--- config.mk ---
export PLATFORM = sky130hd
export DESIGN_NAME = mmio_uart_ctrl
export DESIGN_NICKNAME = d
export VERILOG_FILES = /design/src/rtl/mmio_uart_ctrl.sv
export SDC_FILE = /design/constraint.sdc
export NUM_CORES = 1
export LEC_CHECK = 0
export ABC_AREA = 1
export ABC_CLOCK_PERIOD_IN_PS = 2020
export CAP_MARGIN = 15
export CORE_ASPECT_RATIO = 1.2
export CORE_MARGIN = 8
export CORE_UTILIZATION = 51
export DETAILED_ROUTE_END_ITERATION = 10
export PLACE_DENSITY = 0.8
export SYNTH_ARGS = -nofsm -noshare
export SYNTH_HDL_FRONTEND = slang
export SYNTH_SLANG_ARGS = --single-unit
--- constraint.sdc ---
create_clock -name clk -period 2.02 [get_ports clk]
set_clock_uncertainty 0.15 [all_clocks]
set_input_delay 0.202 -clock clk [delete_from_list [all_inputs] [get_ports clk]]
set_output_delay 0.202 -clock clk [all_outputs]
set_load 0.02 [all_outputs]
--- src/rtl/mmio_uart_ctrl.sv ---
// I/O-region MMIO responder: one-entry UART tx/rx buffers plus cycle and retired-instruction counters.
// Load data is registered (1 cycle); a full tx buffer drops stores, a full rx buffer holds off via rx_ready.
module mmio_uart_ctrl #(
  parameter logic [3:0] IO_TAG    = 4'h8,
  parameter int         CNT_WIDTH = 32
) (
  input  logic        clk,
  input  logic        rst,
  input  logic [31:0] addr,
  input  logic [31:0] wdata,
  input  logic        we,
  input  logic        re,
  input  logic        inst_retire,
  output logic [31:0] rdata,
  output logic [7:0]  tx_data,
  output logic        tx_valid,
  input  logic        tx_ready,
  input  logic [7:0]  rx_data,
  input  logic        rx_valid,
  output logic        rx_ready
);
  localparam logic [7:0] OFF_STATUS = 8'h00;
  localparam logic [7:0] OFF_RX     = 8'h04;
  localparam logic [7:0] OFF_TX     = 8'h08;
  localparam logic [7:0] OFF_CYCLE  = 8'h10;
  localparam logic [7:0] OFF_INST   = 8'h14;
  localparam logic [7:0] OFF_CLR    = 8'h18;

  logic                 sel;
  logic                 rd_hit;
  logic                 wr_hit;
  logic [7:0]           offset;
  logic [7:0]           tx_buf;
  logic [7:0]           rx_buf;
  logic                 tx_full;
  logic                 rx_full;
  logic [CNT_WIDTH-1:0] cycle_cnt;
  logic [CNT_WIDTH-1:0] inst_cnt;
  logic                 tx_fire;
  logic                 tx_load;
  logic                 rx_load;
  logic                 rx_pop;
  logic                 cnt_clear;
  logic [31:0]          rd_mux;
  logic                 unused_bits;

  assign sel       = (addr[31:28] == IO_TAG);
  assign offset    = addr[7:0];
  assign rd_hit    = sel & re;
  assign wr_hit    = sel & we;
  assign unused_bits = ^{addr[27:8], wdata[31:8]};

  assign tx_valid  = tx_full;
  assign tx_data   = tx_buf;
  assign rx_ready  = ~rx_full;

  // A store landing in the handshake cycle refills the buffer instead of being dropped.
  assign tx_fire   = tx_full & tx_ready;
  assign tx_load   = wr_hit && (offset == OFF_TX) && (!tx_full || tx_fire);
  assign rx_load   = rx_valid & ~rx_full;
  assign rx_pop    = rd_hit && (offset == OFF_RX) && rx_full;
  assign cnt_clear = wr_hit && (offset == OFF_CLR);

  always_comb begin
    rd_mux = '0;
    case (offset)
      OFF_STATUS: rd_mux = {30'b0, rx_full, ~tx_full};
      OFF_RX:     rd_mux = {24'b0, rx_buf};
      OFF_CYCLE:  rd_mux = 32'(cycle_cnt);
      OFF_INST:   rd_mux = 32'(inst_cnt);
      default:    rd_mux = '0;
    endcase
  end

  always_ff @(posedge clk) begin
    if (!rst) begin
      rdata     <= '0;
      tx_buf    <= '0;
      tx_full   <= 1'b0;
      rx_buf    <= '0;
      rx_full   <= 1'b0;
      cycle_cnt <= '0;
      inst_cnt  <= '0;
    end else begin
      rdata <= rd_hit ? rd_mux : '0;

      if (tx_load) begin
        tx_buf  <= wdata[7:0];
        tx_full <= 1'b1;
      end else if (tx_fire) begin
        tx_full <= 1'b0;
      end

      // rx_load and rx_pop are exclusive: one needs the buffer empty, the other full.
      if (rx_load) begin
        rx_buf  <= rx_data;
        rx_full <= 1'b1;
      end else if (rx_pop) begin
        rx_full <= 1'b0;
      end

      if (cnt_clear) begin
        cycle_cnt <= '0;
        inst_cnt  <= '0;
      end else begin
        cycle_cnt <= cycle_cnt + CNT_WIDTH'(1);
        inst_cnt  <= inst_cnt + CNT_WIDTH'(inst_retire);
      end
    end
  end
endmodule

==> results.py <==
metrics = {
    "global_routing": {
        "grt_antenna_before_repair": 0,
        "grt_pass1_wl_mm": 24.5,
        "grt_overflow_total": 0,
        "grt_max_degree": 25,
        "grtUsageTotal": 0.203,
        "grt_pass1_vias": 5372,
    },
    "power_and_ir_drop": {
        "switching_share": 0.210,
        "ir_drop_mv": 0.413,
        "seqPwrFrac": 0.414,
        "pwr-share-clk": 0.548,
        "switching_power_mw": 1.16,
        "cellPowerDensity_nw_per_um2": 755,
        "p_int_mw": 4.37,
        "p_leak_nw": 3.03,
        "combPwrFrac": 0.038,
    },
    "sta": {
        "whs_ps": 265,
        "rsz0062_at_grt": "no",
        "finalSetupViolations": 0,
        "slew_headroom": 0.777,
        "drv_slew": 0,
        "worstMarginPinSlew_ps": 334,
        "fin_crit_sh": 0.889,
        "fmax_mhz": 557,
        "finalHoldViolCount": 0,
        "fin_tns_setup_ps": 0,
        "fin_crit_ps": 1800,
    },
    "critical_path": {
        "crit_type": "reg -> reg",
        "crit_path_end_kind": "flip-flop",
        "start_kind": "flip-flop",
        "rrSetupSlack_ps": 220,
        "worstReg2RegEnd": "inst_cnt[19]$_SDFF_PP0_",
        "r2r_cells": 10,
        "r2r_start": "inst_cnt[0]$_SDFF_PP0_",
        "critical_path_arrival_ps": 2000,
        "crit_required_ps": 2230,
        "critPathMaxFanout": 5,
        "worstSetupStartpoint": "inst_cnt[0]$_SDFF_PP0_",
        "crit_end": "inst_cnt[19]$_SDFF_PP0_",
    },
    "cells_and_area": {
        "insertedDiodeCount": 0,
        "final_common_cell": "nand2_1",
        "multi_input_area_um2": 2770,
        "final_cell_mix": "272 x nand2_1, 165 x nor2_1, 133 x inv_1, 114 x dfxtp_1, 76 x clkdlybuf4s50_1",
        "final_layout_size_suffix_gt1_frac": 0.0830,
        "area_delta_synth_final_pct": 29.3,
        "fin_cells": 1144,
        "fin_util": 0.670,
        "regArea_um2": 2280,
        "nFillCells": 941,
        "fin_nets": 1081,
    },
    "worst_hold_path": {
        "hold_class": "in -> reg",
    },
    "route": {
        "finalWirelength_mm": 14.6,
        "drt_pre_antenna_iters": 7,
        "vias": 5701,
        "routedWlPerCell_um": 12.8,
        "drcViolationCount": 0,
        "detail-route-antenna-nets": 0,
        "vias_per_cell": 4.98,
        "drt_iter0_drc": 393,
    },
    "logic_synthesis": {
        "seq_area_frac_synth": 0.403,
        "syn-num-nets": 977,
        "synth.distinct_cells": 27,
        "yosysWarnings": 0,
        "synth_area_per_cell_um2": 6.33,
        "synth_seq_cells": 114,
        "syn_inst": 895,
        "syn_area_um2": 5670,
    },
    "die": {
        "rows": 42,
        "die_w_um": 112,
        "core_um2": 10900,
        "die_h_um": 131,
        "die_area_um2": 14800,
        "initial_core_util": 0.519,
        "ios": 121,
    },
    "placed_design": {
        "hpwl_mm": 11.1,
        "place_congestion": 0.944,
        "io_buffers": 76,
        "dpl.cell_count": 1112,
    },
    "clock_network": {
        "numCtsBuffers": 17,
        "clock-root-buffer": "clkbuf_16",
        "clk_pin_slew_worst_paths_ps": 50,
        "hold_buffers": 0,
        "clk_path_buf_depth": 2,
        "htree_num_levels": 4,
        "cts_tree": "built",
        "clock_sinks": 114,
        "clk_latency_ps": 420,
    },
    "status": {
        "run_status": "finished, final reports clean",
    },
    "flow_run": {
        "drv_cap": 0,
    },
}
-- state kept, by name (all words and copies together), names as in the netlist --
| signal | count |
|---|---|
| tx_data | 8 |
| inst_cnt | 32 |
| rx_buf | 8 |
| cycle_cnt | 32 |
| tx_valid | 1 |
| rx_full | 1 |
| rdata | 32 |
-- cell usage after synthesis --
library cell | instances | area (µm²)
nand2_4 | 1 | 11.3
nand3_1 | 63 | 315
buf_2 | 11 | 55.1
inv_1 | 133 | 499
nor2_4 | 4 | 45.0
nand4_1 | 12 | 75.1
ha_1 | 3 | 37.5
xor2_1 | 11 | 96.3
dfxtp_1 | 114 | 2280
nor3b_1 | 2 | 15.0
nor2_1 | 167 | 627
buf_6 | 2 | 22.5
nor2_2 | 5 | 31.3
nor3_4 | 1 | 16.3
buf_4 | 3 | 22.5
nand2_1 | 272 | 1020
nand3_2 | 2 | 20.0
and2_1 | 2 | 12.5
o21bai_1 | 1 | 7.51
buf_1 | 3 | 11.3
o21ai_1 | 2 | 10.0
a21oi_1 | 35 | 175
xnor2_1 | 6 | 52.6
o21ai_2 | 2 | 17.5
or2_2 | 5 | 31.3
inv_2 | 5 | 18.8
o21ai_0 | 28 | 140
-- power by group through the flow --
stage	clock network, mW	registers, mW	logic (mW)
after floorplan	0	2.33	0.106
after global placement	0	2.34	0.204
after detailed placement	0	2.34	0.208
after CTS	3.06	2.29	0.209
after global routing	3.15	2.29	0.232
final	3.03	2.29	0.208
-- how the worst min path moves through the flow --
stage,start,endpoint,slack [ps],depth (start not counted)
2_1_floorplan,rx_data[0],rx_buf[0]$_SDFFE_PN0P_,220,2
4_1_cts,rx_data[6],rx_buf[6]$_SDFFE_PN0P_,270,3
6_report,rx_data[6],rx_buf[6]$_SDFFE_PN0P_,270,3
3_5_place_dp,cycle_cnt[31]$_SDFF_PP0_,cycle_cnt[31]$_SDFF_PP0_,310,2
3_3_place_gp,cycle_cnt[31]$_SDFF_PP0_,cycle_cnt[31]$_SDFF_PP0_,300,2
5_1_grt,rx_data[1],rx_buf[1]$_SDFFE_PN0P_,290,3
-- cell families after synthesis --
logic type,count (synthesis),share of synthesized area
DFF,114,0.403
adders and majority gates,3,0.00662
and+or+nand+nor,536,0.392
AOI/OAI and AO/OA,68,0.0618
xor gates and xnor gates,17,0.0263
buffers and inverters,157,0.111
-- critical path, stage by stage (launching register included) --
cell,delay (ps)
dfxtp_1,360
ha_1,190
buf_4,120
inv_1,40
nor2_2,160
nand2_1,190
nor2_1,210
nand2_1,120
nand2_1,70
nand2_1,50
nor2_1,80
-- repair_timing --
| action | in CTS | in global routing |
|---|---|---|
| hold endpoints to repair | 0 | 0 |
| buffers inserted | 0 | 0 |
| gates resized for setup | 0 | 2 |
| endpoints found under the setup margin | 0 | 2 |
-- through the flow --
stage	cell area (µm²)	setup WS, ps	power [mW]
after floorplan	5670	417	2.44
after global placement	6730	-47.3	2.54
after detailed placement	6730	-112	2.55
after CTS	7320	165	5.56
after global routing	7330	45.3	5.68
final	7330	224	5.53
-- final cells by class --
class | instances | share of cell area
multi-input cells | 624 | 0.378
clock buffers | 22 | 0.0633
repair buffers | 104 | 0.136
clock inverters | 10 | 0.0181
flip-flops and latches | 114 | 0.311
well taps | 132 | 0.0225
inverters | 138 | 0.0707
-- routing by layer --
| metal | share of wire | GRT usage | vias to the layer above |
|---|---|---|---|
| met3 | 0.077 | 0.0706 | 46 |
| li1 | - | - | 2936 |
| met5 | 0 | 0 | - |
| met4 | 0.032 | 0.0932 | 0 |
| met2 | 0.48 | 0.350 | 214 |
| met1 | 0.41 | 0.217 | 2505 |
No activity file was read; power rests on OpenSTA's default activity.
